$ cat src/rtl/snake_ctrl_if.sv
// rtl/snake_ctrl_if.sv - button, food, pixel-scan and status bundle for snake_ctrl
interface snake_ctrl_if;
    logic       btn_up;
    logic       btn_down;
    logic       btn_left;
    logic       btn_right;
    logic [7:0] food_X;
    logic [7:0] food_Y;
    logic [7:0] c_pixel;
    logic [7:0] r_pixel;
    logic       gen_food;
    logic       game_over;
    logic       snake_prnt;
    logic [7:0] head_X;
    logic [7:0] head_Y;
    logic [7:0] score;

    modport master (
        output btn_up, btn_down, btn_left, btn_right,
        output food_X, food_Y, c_pixel, r_pixel,
        input  gen_food, game_over, snake_prnt, head_X, head_Y, score
    );

    modport slave (
        input  btn_up, btn_down, btn_left, btn_right,
        input  food_X, food_Y, c_pixel, r_pixel,
        output gen_food, game_over, snake_prnt, head_X, head_Y, score
    );
endinterface

$ cat src/rtl/snake_ctrl.sv
// rtl/snake_ctrl.sv - snake body shift register, move timing, eat/collision detection
module snake_ctrl #(
    parameter int         MAX_LEN  = 16,
    parameter int         INIT_LEN = 3,
    parameter int         MOVE_DIV = 2500000,
    parameter logic [7:0] START_X  = 8'h30,
    parameter logic [7:0] START_Y  = 8'h40
) (
    input  logic         clk,
    input  logic         rst,
    snake_ctrl_if.slave  bus
);
    localparam int LW = $clog2(MAX_LEN + 1);
    localparam int CW = (MOVE_DIV > 1) ? $clog2(MOVE_DIV) : 1;

    typedef enum logic [1:0] {IDLE, RUN, EAT, OVER} state_t;
    // Encoding chosen so the reverse of a direction is just bit 0 flipped.
    typedef enum logic [1:0] {D_UP, D_DOWN, D_LEFT, D_RIGHT} dir_t;

    state_t        state, state_nxt;
    dir_t          dir, req;
    logic          req_vld;
    logic [CW-1:0] cnt;
    logic [LW-1:0] len, lim;
    logic [7:0]    seg_x [MAX_LEN];
    logic [7:0]    seg_y [MAX_LEN];
    logic [7:0]    score_r;
    logic [7:0]    nxt_x, nxt_y;
    logic          active, move, grow, legal, self_hit, collide;

    always_comb begin
        req_vld = 1'b1;
        req     = D_RIGHT;
        if (bus.btn_up)         req = D_UP;
        else if (bus.btn_down)  req = D_DOWN;
        else if (bus.btn_left)  req = D_LEFT;
        else if (bus.btn_right) req = D_RIGHT;
        else                    req_vld = 1'b0;
    end

    always_comb begin
        nxt_x = seg_x[0];
        nxt_y = seg_y[0];
        case (dir)
            D_UP:    nxt_y = seg_y[0] - 8'd1;
            D_DOWN:  nxt_y = seg_y[0] + 8'd1;
            D_LEFT:  nxt_x = seg_x[0] - 8'd1;
            default: nxt_x = seg_x[0] + 8'd1;
        endcase
    end

    assign active = (state == RUN) || (state == EAT);
    assign move   = active && (cnt == CW'(MOVE_DIV - 1));
    assign grow   = ({nxt_x, nxt_y} == {bus.food_X, bus.food_Y});
    assign legal  = (nxt_x >= 8'h10) && (nxt_x <= 8'h90) && (nxt_y >= 8'h0A) && (nxt_y <= 8'h6E);

    // The tail vacates on a plain move, so it only blocks the head when growing.
    always_comb begin
        lim      = grow ? len : len - 1'b1;
        self_hit = 1'b0;
        for (int i = 0; i < MAX_LEN; i++)
            if (LW'(i) < lim && seg_x[i] == nxt_x && seg_y[i] == nxt_y)
                self_hit = 1'b1;
    end

    assign collide = !legal || self_hit;

    always_ff @(posedge clk or posedge rst) begin
        if (rst) state <= IDLE;
        else     state <= state_nxt;
    end

    always_comb begin
        state_nxt = state;
        case (state)
            IDLE:    if (req_vld) state_nxt = RUN;
            RUN, EAT: begin
                if (move)             state_nxt = collide ? OVER : (grow ? EAT : RUN);
                else if (state == EAT) state_nxt = RUN;
            end
            default: state_nxt = OVER;
        endcase
    end

    always_comb begin
        bus.gen_food  = (state == EAT);
        bus.game_over = (state == OVER);
    end

    always_ff @(posedge clk or posedge rst) begin
        if (rst) begin
            dir     <= D_RIGHT;
            cnt     <= '0;
            len     <= LW'(INIT_LEN);
            score_r <= 8'd0;
            for (int i = 0; i < MAX_LEN; i++) begin
                seg_x[i] <= (i < INIT_LEN) ? START_X - 8'(i) : START_X;
                seg_y[i] <= START_Y;
            end
        end else begin
            if (state != OVER && req_vld && req != dir_t'(dir ^ 2'b01))
                dir <= req;
            cnt <= active ? (move ? '0 : cnt + 1'b1) : '0;
            if (move && !collide) begin
                for (int i = MAX_LEN - 1; i > 0; i--) begin
                    seg_x[i] <= seg_x[i-1];
                    seg_y[i] <= seg_y[i-1];
                end
                seg_x[0] <= nxt_x;
                seg_y[0] <= nxt_y;
                if (grow) begin
                    if (len != LW'(MAX_LEN)) len <= len + 1'b1;
                    if (score_r != 8'hFF)    score_r <= score_r + 8'd1;
                end
            end
        end
    end

    always_comb begin
        bus.snake_prnt = 1'b0;
        for (int i = 0; i < MAX_LEN; i++)
            if (LW'(i) < len && seg_x[i] == bus.c_pixel && seg_y[i] == bus.r_pixel)
                bus.snake_prnt = 1'b1;
    end

    assign bus.head_X = seg_x[0];
    assign bus.head_Y = seg_y[0];
    assign bus.score  = score_r;
endmodule

$ cat src/flat_wrapper.sv
// flat-port wrapper written by rule: the top's interface ports become plain ports
module snake_ctrl_flat 
#(
    parameter int         MAX_LEN  = 16,
    parameter int         INIT_LEN = 3,
    parameter int         MOVE_DIV = 2500000,
    parameter logic [7:0] START_X  = 8'h30,
    parameter logic [7:0] START_Y  = 8'h40
)
  (clk, rst, bus_btn_up, bus_btn_down, bus_btn_left, bus_btn_right, bus_food_X, bus_food_Y, bus_c_pixel, bus_r_pixel, bus_gen_food, bus_game_over, bus_snake_prnt, bus_head_X, bus_head_Y, bus_score);
  snake_ctrl_if bus_i ();
  input  logic clk;
  input  logic rst;
  input wire logic [$bits(bus_i.btn_up)-1:0] bus_btn_up;
  input wire logic [$bits(bus_i.btn_down)-1:0] bus_btn_down;
  input wire logic [$bits(bus_i.btn_left)-1:0] bus_btn_left;
  input wire logic [$bits(bus_i.btn_right)-1:0] bus_btn_right;
  input wire logic [$bits(bus_i.food_X)-1:0] bus_food_X;
  input wire logic [$bits(bus_i.food_Y)-1:0] bus_food_Y;
  input wire logic [$bits(bus_i.c_pixel)-1:0] bus_c_pixel;
  input wire logic [$bits(bus_i.r_pixel)-1:0] bus_r_pixel;
  output wire logic [$bits(bus_i.gen_food)-1:0] bus_gen_food;
  output wire logic [$bits(bus_i.game_over)-1:0] bus_game_over;
  output wire logic [$bits(bus_i.snake_prnt)-1:0] bus_snake_prnt;
  output wire logic [$bits(bus_i.head_X)-1:0] bus_head_X;
  output wire logic [$bits(bus_i.head_Y)-1:0] bus_head_Y;
  output wire logic [$bits(bus_i.score)-1:0] bus_score;
  assign bus_i.btn_up = bus_btn_up;
  assign bus_i.btn_down = bus_btn_down;
  assign bus_i.btn_left = bus_btn_left;
  assign bus_i.btn_right = bus_btn_right;
  assign bus_i.food_X = bus_food_X;
  assign bus_i.food_Y = bus_food_Y;
  assign bus_i.c_pixel = bus_c_pixel;
  assign bus_i.r_pixel = bus_r_pixel;
  assign bus_gen_food = bus_i.gen_food;
  assign bus_game_over = bus_i.game_over;
  assign bus_snake_prnt = bus_i.snake_prnt;
  assign bus_head_X = bus_i.head_X;
  assign bus_head_Y = bus_i.head_Y;
  assign bus_score = bus_i.score;
  snake_ctrl #(.MAX_LEN(MAX_LEN), .INIT_LEN(INIT_LEN), .MOVE_DIV(MOVE_DIV), .START_X(START_X), .START_Y(START_Y)) u_core (.clk(clk), .rst(rst), .bus(bus_i));
endmodule
$ cat config.mk
export PLATFORM = sky130hd
export DESIGN_NAME = snake_ctrl_flat
export DESIGN_NICKNAME = d
export VERILOG_FILES = /design/src/rtl/snake_ctrl_if.sv /design/src/rtl/snake_ctrl.sv /design/src/flat_wrapper.sv
export SDC_FILE = /design/constraint.sdc
export NUM_CORES = 1
export LEC_CHECK = 0
export ABC_AREA = 0
export BUFFER_PORTS_ARGS = -buffer_cell sky130_fd_sc_hd__clkbuf_2
export CAP_MARGIN = 10
export CORE_UTILIZATION = 35
export CTS_BUF_LIST = sky130_fd_sc_hd__clkbuf_8
export DETAILED_ROUTE_END_ITERATION = 7
export PLACE_DENSITY = 0.58
export SETUP_SLACK_MARGIN = 0.05
export SLEW_MARGIN = 20
export SYNTH_ARGS = -nofsm -noshare
export SYNTH_HDL_FRONTEND = slang
export SYNTH_SLANG_ARGS = --single-unit
export TNS_END_PERCENT = 30
$ cat constraint.sdc
create_clock -name clk -period 8.3 [get_ports clk]
set_input_delay 0.415 -clock clk [delete_from_list [all_inputs] [get_ports clk]]
set_output_delay 0.415 -clock clk [all_outputs]
set_load 0.005 [all_outputs]
==> impl_metrics.json, run 1 <==
{
  "antenna_found_initial": 1,
  "synth-main-ff-cell": "dfrtp_1",
  "drt_iter0_markers": 1983,
  "period_minus_slack_ns": 7.10,
  "hp-class": "input pin to async pin",
  "grt_max_degree": 189,
  "slew_headroom": 0.227,
  "tritoncts": "built",
  "ctsLongestPathBuffers": 3,
  "status": "finished, final reports clean",
  "dp_cells": 3047,
  "rr_worst_depth": 18,
  "globalRouteTotalUtil": 0.282,
  "grt_pass1_vias": 18300,
  "io_pins": 65,
  "grt.overflow.total": 0,
  "yosysWarnings": 0,
  "rsz0062_at_grt": "false",
  "setup_viol": 0,
  "area_growth_pct": 9.81,
  "p_per_area_nw_per_um2": 148,
  "finalWeightedCongestion": 1.03,
  "placementRows": 92,
  "critical_path_required_ns": 8.84,
  "clk_pin_slew_ns": 0.06,
  "clkLatencyLatePin_ns": 0.69,
  "n_fill_cell": 6249,
  "drv_slew": 0,
  "r2r-start": "u_core.dir[1]$_DFFE_PP1P_",
  "fin_nets": 2313,
  "fin_cells": 3146,
  "finClkSkew_ns": 0.0368,
  "io_buffers": 64,
  "r2r_setup_slack_ns": 1.20,
  "layout_common_cells": "282 x xor2_1, 270 x xnor2_1, 238 x dfrtp_1",
  "cts_setup_buffers": 0,
  "die_area_um2": 64800,
  "drv_cap": 0,
  "end_kind": "register",
  "worstMarginPinSlew_ns": 1.15,
  "postSynth.asyncResetShare": 1.00,
  "vias": 18600,
  "clock-sinks": 295,
  "synth_cells": 2245,
  "post_synth_num_cell_types": 93,
  "final_hold_viol_count": 0,
  "grt_pass1_wl_mm": 132,
  "synth.largest_area_cell": "dfrtp_1",
  "dr.pass1.iters": 5,
  "cts_max_level": 2,
  "power_leakage_nw": 10.9,
  "dpl.hpwl_mm": 66.1,
  "cts_hold_buf": 1,
  "dieHeight_um": 255,
  "critPathKind": "register to register",
  "syn_area_um2": 22300,
  "post_cts_resized": 0,
  "holdWs_ns": 0.0166,
  "crit_path_start_kind": "register",
  "synth_edf_count": 0,
  "wl_per_cell_um": 29.0,
  "syn_nets": 2302,
  "final_common_cell": "xor2_1",
  "synth_seq_cells": 295,
  "via_per_inst": 5.92,
  "ys_seq_area_frac": 0.334,
  "worstPathMaxFanout": 135,
  "netlist_top_cells_area": "dfrtp_1 27%, xor2_1 11%, mux2_1 11%",
  "r2r-end": "u_core.seg_y[50]$_DFFE_PP0P_",
  "initial_core_util": 0.354,
  "core-area_um2": 63100,
  "peakVddDrop_mv": 0.0951,
  "syn_avg_cell_area_um2": 9.95,
  "setup_tns_ns": 0,
  "drc_errors": 0,
  "max_freq_ghz": 0.141,
  "cts-root-buf": "clkbuf_8",
  "wl_mm": 91.4,
  "ant_nets": 0,
  "numCtsBuffers": 51,
  "dieWidth_um": 255,
  "post-route-period-util": 0.856,
  "worstPathArrival_ns": 7.64,
  "drive_above_1_share": 0.136,
  "synth_top_area_frac": 0.267
}
[cells by family after synthesis]
logic type	count (synthesis)	synth area share
flip-flops	295	0.334
XOR/XNOR	585	0.247
multiplexers	246	0.124
AO/OA/AOI/OAI	281	0.0908
AND/OR/NAND/NOR	620	0.150
adder cells (fa/ha/maj)	19	0.0110
buffers and inverters	199	0.0433
[worst max-delay path, stage by stage, from the launching register on]
cell and delay, ns:
dfstp_4 0.61, nand2b_1 0.60, inv_1 0.21, fa_1 0.46, xnor2_1 0.85, mux2i_1 0.29
o311ai_0 0.15, nor4bb_1 0.45, and4_1 0.43, and3_1 0.31, buf_4 0.25, nor3_1 0.07
o21ai_0 0.15, and3_1 0.21, o311ai_1 0.17, nor4_4 0.32, buf_12 0.33, buf_16 0.50
mux2_1 0.40
[worst max-delay path by stage]
| stage | startpoint | to | slack [ns] | cells past startpoint |
|---|---|---|---|---|
| after floorplan | u_core.dir[1]$_DFFE_PP1P_ | u_core.bus.head_Y[3]$_DFFE_PP0P_ | 2.52 | 22 |
| after global placement | u_core.dir[1]$_DFFE_PP1P_ | u_core.bus.score[1]$_DFFE_PP0P_ | 1.27 | 18 |
| after detailed placement | u_core.dir[1]$_DFFE_PP1P_ | u_core.bus.score[1]$_DFFE_PP0P_ | 1.33 | 17 |
| after CTS | u_core.dir[1]$_DFFE_PP1P_ | u_core.bus.score[1]$_DFFE_PP0P_ | 1.29 | 17 |
| after global routing | u_core.dir[1]$_DFFE_PP1P_ | u_core.bus.score[1]$_DFFE_PP0P_ | 0.90 | 17 |
| final | u_core.dir[1]$_DFFE_PP1P_ | u_core.seg_y[50]$_DFFE_PP0P_ | 1.20 | 18 |
[sequential cells by signal (all words and copies together), names as in the netlist]
name	count
u_core.seg_x	120
u_core.bus.head_Y	8
u_core.state	2
u_core.seg_y	120
u_core.bus.score	8
u_core.len	5
u_core.cnt	22
u_core.bus.head_X	8
u_core.dir	2
[cell type report]
type                    count  area, um2  share of cell area
well taps                 846       1060              0.0432
repair buffers            128        861              0.0351
inverters                  29        113             0.00459
multi-input cells        1751      14000               0.569
clock buffers              65        895              0.0365
clock inverters            31        179             0.00730
flip-flops and latches    295       7460               0.304
diodes                      1       2.50            0.000102
[per-stage QoR]
stage	worst slack, ns	power (mW)	utilization	instance area, um2
after detailed placement	1.33	2.21	0.371	23400
after global placement	1.27	2.21	0.371	23400
after floorplan	2.52	1.94	-	22300
final	1.20	3.62	0.389	24500
after CTS	1.29	3.63	0.388	24500
after global routing	0.902	3.75	0.389	24500
[routing by layer]
layer,wire length (um),vias to the layer above,track usage
met3,6940,281,0.0409
met5,0,-,0
li1,-,8035,-
met4,6600,0,0.183
met2,40500,962,0.438
met1,37400,9352,0.367
[power by group]
group	switching (mW)	internal [mW]
sequential	0.000759	1.44
combinational	0.531	0.239
clock	0.667	0.739
[cells in the mapped netlist, types with 7 or more instances]
library cell	n
buf_6	9
or2_2	7
nand2b_1	17
dfstp_2	57
nor3b_1	11
and3_1	20
ha_1	18
a31oi_1	14
buf_2	25
and2_1	10
clkbuf_1	78
nor4_1	75
mux2i_1	14
xor2_1	282
mux2_1	217
nand2_1	108
a211oi_1	10
a2111oi_0	12
dfrtp_1	238
a41oi_1	7
nor2b_1	13
or3_1	21
and4_1	7
xnor3_1	27
nand3_1	55
o2111ai_1	15
nand4_1	73
xnor2_1	274
a21oi_1	52
buf_4	32
nor2_1	104
nand4b_1	7
mux2_2	13
o21ai_0	56
o211ai_1	16
or4_1	19
buf_1	26
nor3_1	54
inv_1	26
(Power assumes the default switching activity.)
==> inputs of run 2 (changes only) <==
--- a/config.mk
+++ b/config.mk
@@ -8,6 +8,7 @@
 export ABC_AREA = 0
 export BUFFER_PORTS_ARGS = -buffer_cell sky130_fd_sc_hd__clkbuf_2
 export CAP_MARGIN = 10
+export CORE_ASPECT_RATIO = 0.6
 export CORE_UTILIZATION = 35
 export CTS_BUF_LIST = sky130_fd_sc_hd__clkbuf_8
 export DETAILED_ROUTE_END_ITERATION = 7
==> run 2 against run 1 <==
Effect of this change: the run now ends with DRC left; sequential share of layout area barely moved; register-to-register slack worse by 0.10 ns; non-clock buffer count rose by 3; critical endpoint is now u_core.bus.score[1]$_DFFE_PP0P_.
==> impl_metrics.json, run 2 (synthesis results as in run 1) <==
{
  "power_leakage_nw": 10.8,
  "total_power_mw": 3.64,
  "dr.pass1.iters": 8,
  "cts-root-buf": "clkbuf_8",
  "globalRouteTotalUtil": 0.303,
  "register_area_um2": 7460,
  "p_per_area_nw_per_um2": 148,
  "max_freq_ghz": 0.139,
  "wl_mm": 98.8,
  "period_minus_slack_ns": 7.20,
  "placementRows": 71,
  "post_cts_resized": 0,
  "setup_tns_ns": 0,
  "status": "finished, violations left",
  "initial_core_util": 0.355,
  "grt.overflow.total": 0,
  "vias": 19300,
  "top_regs": "u_core.seg_x x120, u_core.seg_y x120, u_core.cnt x22",
  "rr_worst_depth": 16,
  "hp-class": "input pin to register",
  "numCtsBuffers": 48,
  "r2r_setup_slack_ns": 1.10,
  "post-route-period-util": 0.868,
  "worstMarginPinSlew_ns": 1.28,
  "multi_input_area_um2": 14000,
  "dp_cells": 3043,
  "path_cells": "nand2b_1 -> ha_1 -> a21oi_1 -> and4_1 -> or3_1 -> buf_4 -> xnor2_1 -> nand4_1 -> or4b_2 -> nor4_1 -> a21oi_1 -> o311ai_1 -> nor4_4 -> buf_12 -> and3_1 -> mux2_2",
  "finClkSkew_ns": 0.0345,
  "io_pins": 65,
  "drc_errors": 34,
  "final_common_cell": "xor2_1",
  "violations": "DRC",
  "slew_headroom": 0.135,
  "drv_cap": 0,
  "place_area_um2": 23400,
  "drt_iter0_markers": 2765,
  "crit_path_start_kind": "register",
  "fin_nets": 2313,
  "clock-sinks": 295,
  "worstPathMaxFanout": 60,
  "crit_path_max_incr_delay_ns": 0.97,
  "worstPathArrival_ns": 7.71,
  "cts_max_level": 2,
  "setup_viol": 0,
  "tritoncts": "built",
  "cts_setup_buffers": 0,
  "cp_common_cell": "a21oi_1",
  "clkLatencyLatePin_ns": 0.65,
  "grt_pass1_vias": 18300,
  "ant_nets": 0,
  "dieHeight_um": 198,
  "finalWorstSetupSlack_ns": 1.10,
  "drv_slew": 0,
  "clk_pin_slew_ns": 0.08,
  "n_fill_cell": 6255,
  "fin_area_um2": 24500,
  "critical_path_required_ns": 8.81,
  "io_buffers": 64,
  "die_area_um2": 64800,
  "ctsLongestPathBuffers": 3,
  "end_kind": "register",
  "via_per_inst": 6.15,
  "finalWeightedCongestion": 1.12,
  "rsz0062_at_grt": "false",
  "grt_pass1_wl_mm": 139,
  "wl_per_cell_um": 31.5,
  "grt_max_degree": 139,
  "drive_above_1_share": 0.136,
  "layout_common_cells": "282 x xor2_1, 271 x xnor2_1, 238 x dfrtp_1",
  "fin_cells": 3138,
  "area_growth_pct": 9.71,
  "hold_depth": 3,
  "critPathSlowestCell": "dfstp_2",
  "critPathKind": "register to register",
  "dp_worst_setup_slack_ns": 1.35,
  "dieWidth_um": 328,
  "peakVddDrop_mv": 0.141,
  "dpl.hpwl_mm": 72.8,
  "final_hold_viol_count": 0,
  "core-area_um2": 62900,
  "antenna_found_initial": 9
}
[run 2: cell types whose count changed in the layout (fill, tap and decap cells not counted), sizes merged]
cell      change
buf           +3
diode         +3
inv           -3
clkinv        -2
bufinv        -1
clkinvlp      -1
[run 2: final cells by class]
type | instances | share of cell area
multi-input combinational | 1751 | 0.570
sequential | 295 | 0.304
tap | 839 | 0.0429
clock buffer | 65 | 0.0365
timing repair buffer | 131 | 0.0363
clock inverter | 24 | 0.00495
inverter | 29 | 0.00460
antenna | 4 | 0.000409
[run 2: what timing repair did]
item                                   in CTS  in global routing
setup endpoints to repair                   0                  0
hold buffers                                1                  0
endpoints found under the hold margin      21                  0
[run 2: critical path: cells and delay by family (launching register included)]
kind | cells | cell delay (ns)
flip-flops | 1 | 0.97
buffers and inverters | 2 | 0.66
AO/OA/AOI/OAI | 3 | 0.89
multiplexers | 1 | 0.28
adder cells (fa/ha/maj) | 1 | 0.51
AND/OR/NAND/NOR | 8 | 3.52
XOR/XNOR | 1 | 0.19
[run 2: worst paths after layout]
path | start | to
min in group asynchronous | rst | u_core.seg_y[97]$_DFFE_PP0P_
hold reg to reg | u_core.bus.score[5]$_DFFE_PP0P_ | u_core.bus.score[5]$_DFFE_PP0P_
hold / removal | bus_btn_up | u_core.dir[0]$_DFFE_PP1P_
setup reg to reg | u_core.dir[0]$_DFFE_PP1P_ | u_core.bus.score[1]$_DFFE_PP0P_
setup / recovery | u_core.dir[0]$_DFFE_PP1P_ | u_core.bus.score[1]$_DFFE_PP0P_
max in group asynchronous | rst | u_core.cnt[20]$_DFF_PP0_
[run 2: power breakdown]
part           internal, mW  switching, mW
Sequential             1.44         0.0113
Combinational         0.244          0.559
Clock                 0.703          0.677
[run 2: per-stage QoR]
step / hold slack, ns / utilization
3_3_place_gp: 0.490 / 0.372
2_1_floorplan: 0.476 / -
5_1_grt: 0.0791 / 0.389
4_1_cts: 0.0491 / 0.389
6_report: 0.0783 / 0.389
3_5_place_dp: 0.495 / 0.372
[run 2: per-layer routing]
metal | up-vias | track usage | routed length (um)
met4 | 2 | 0.0564 | 1670
met2 | 1323 | 0.363 | 34500
met3 | 124 | 0.139 | 16300
met5 | - | 0 | 93
li1 | 8033 | - | -
met1 | 9808 | 0.472 | 46300
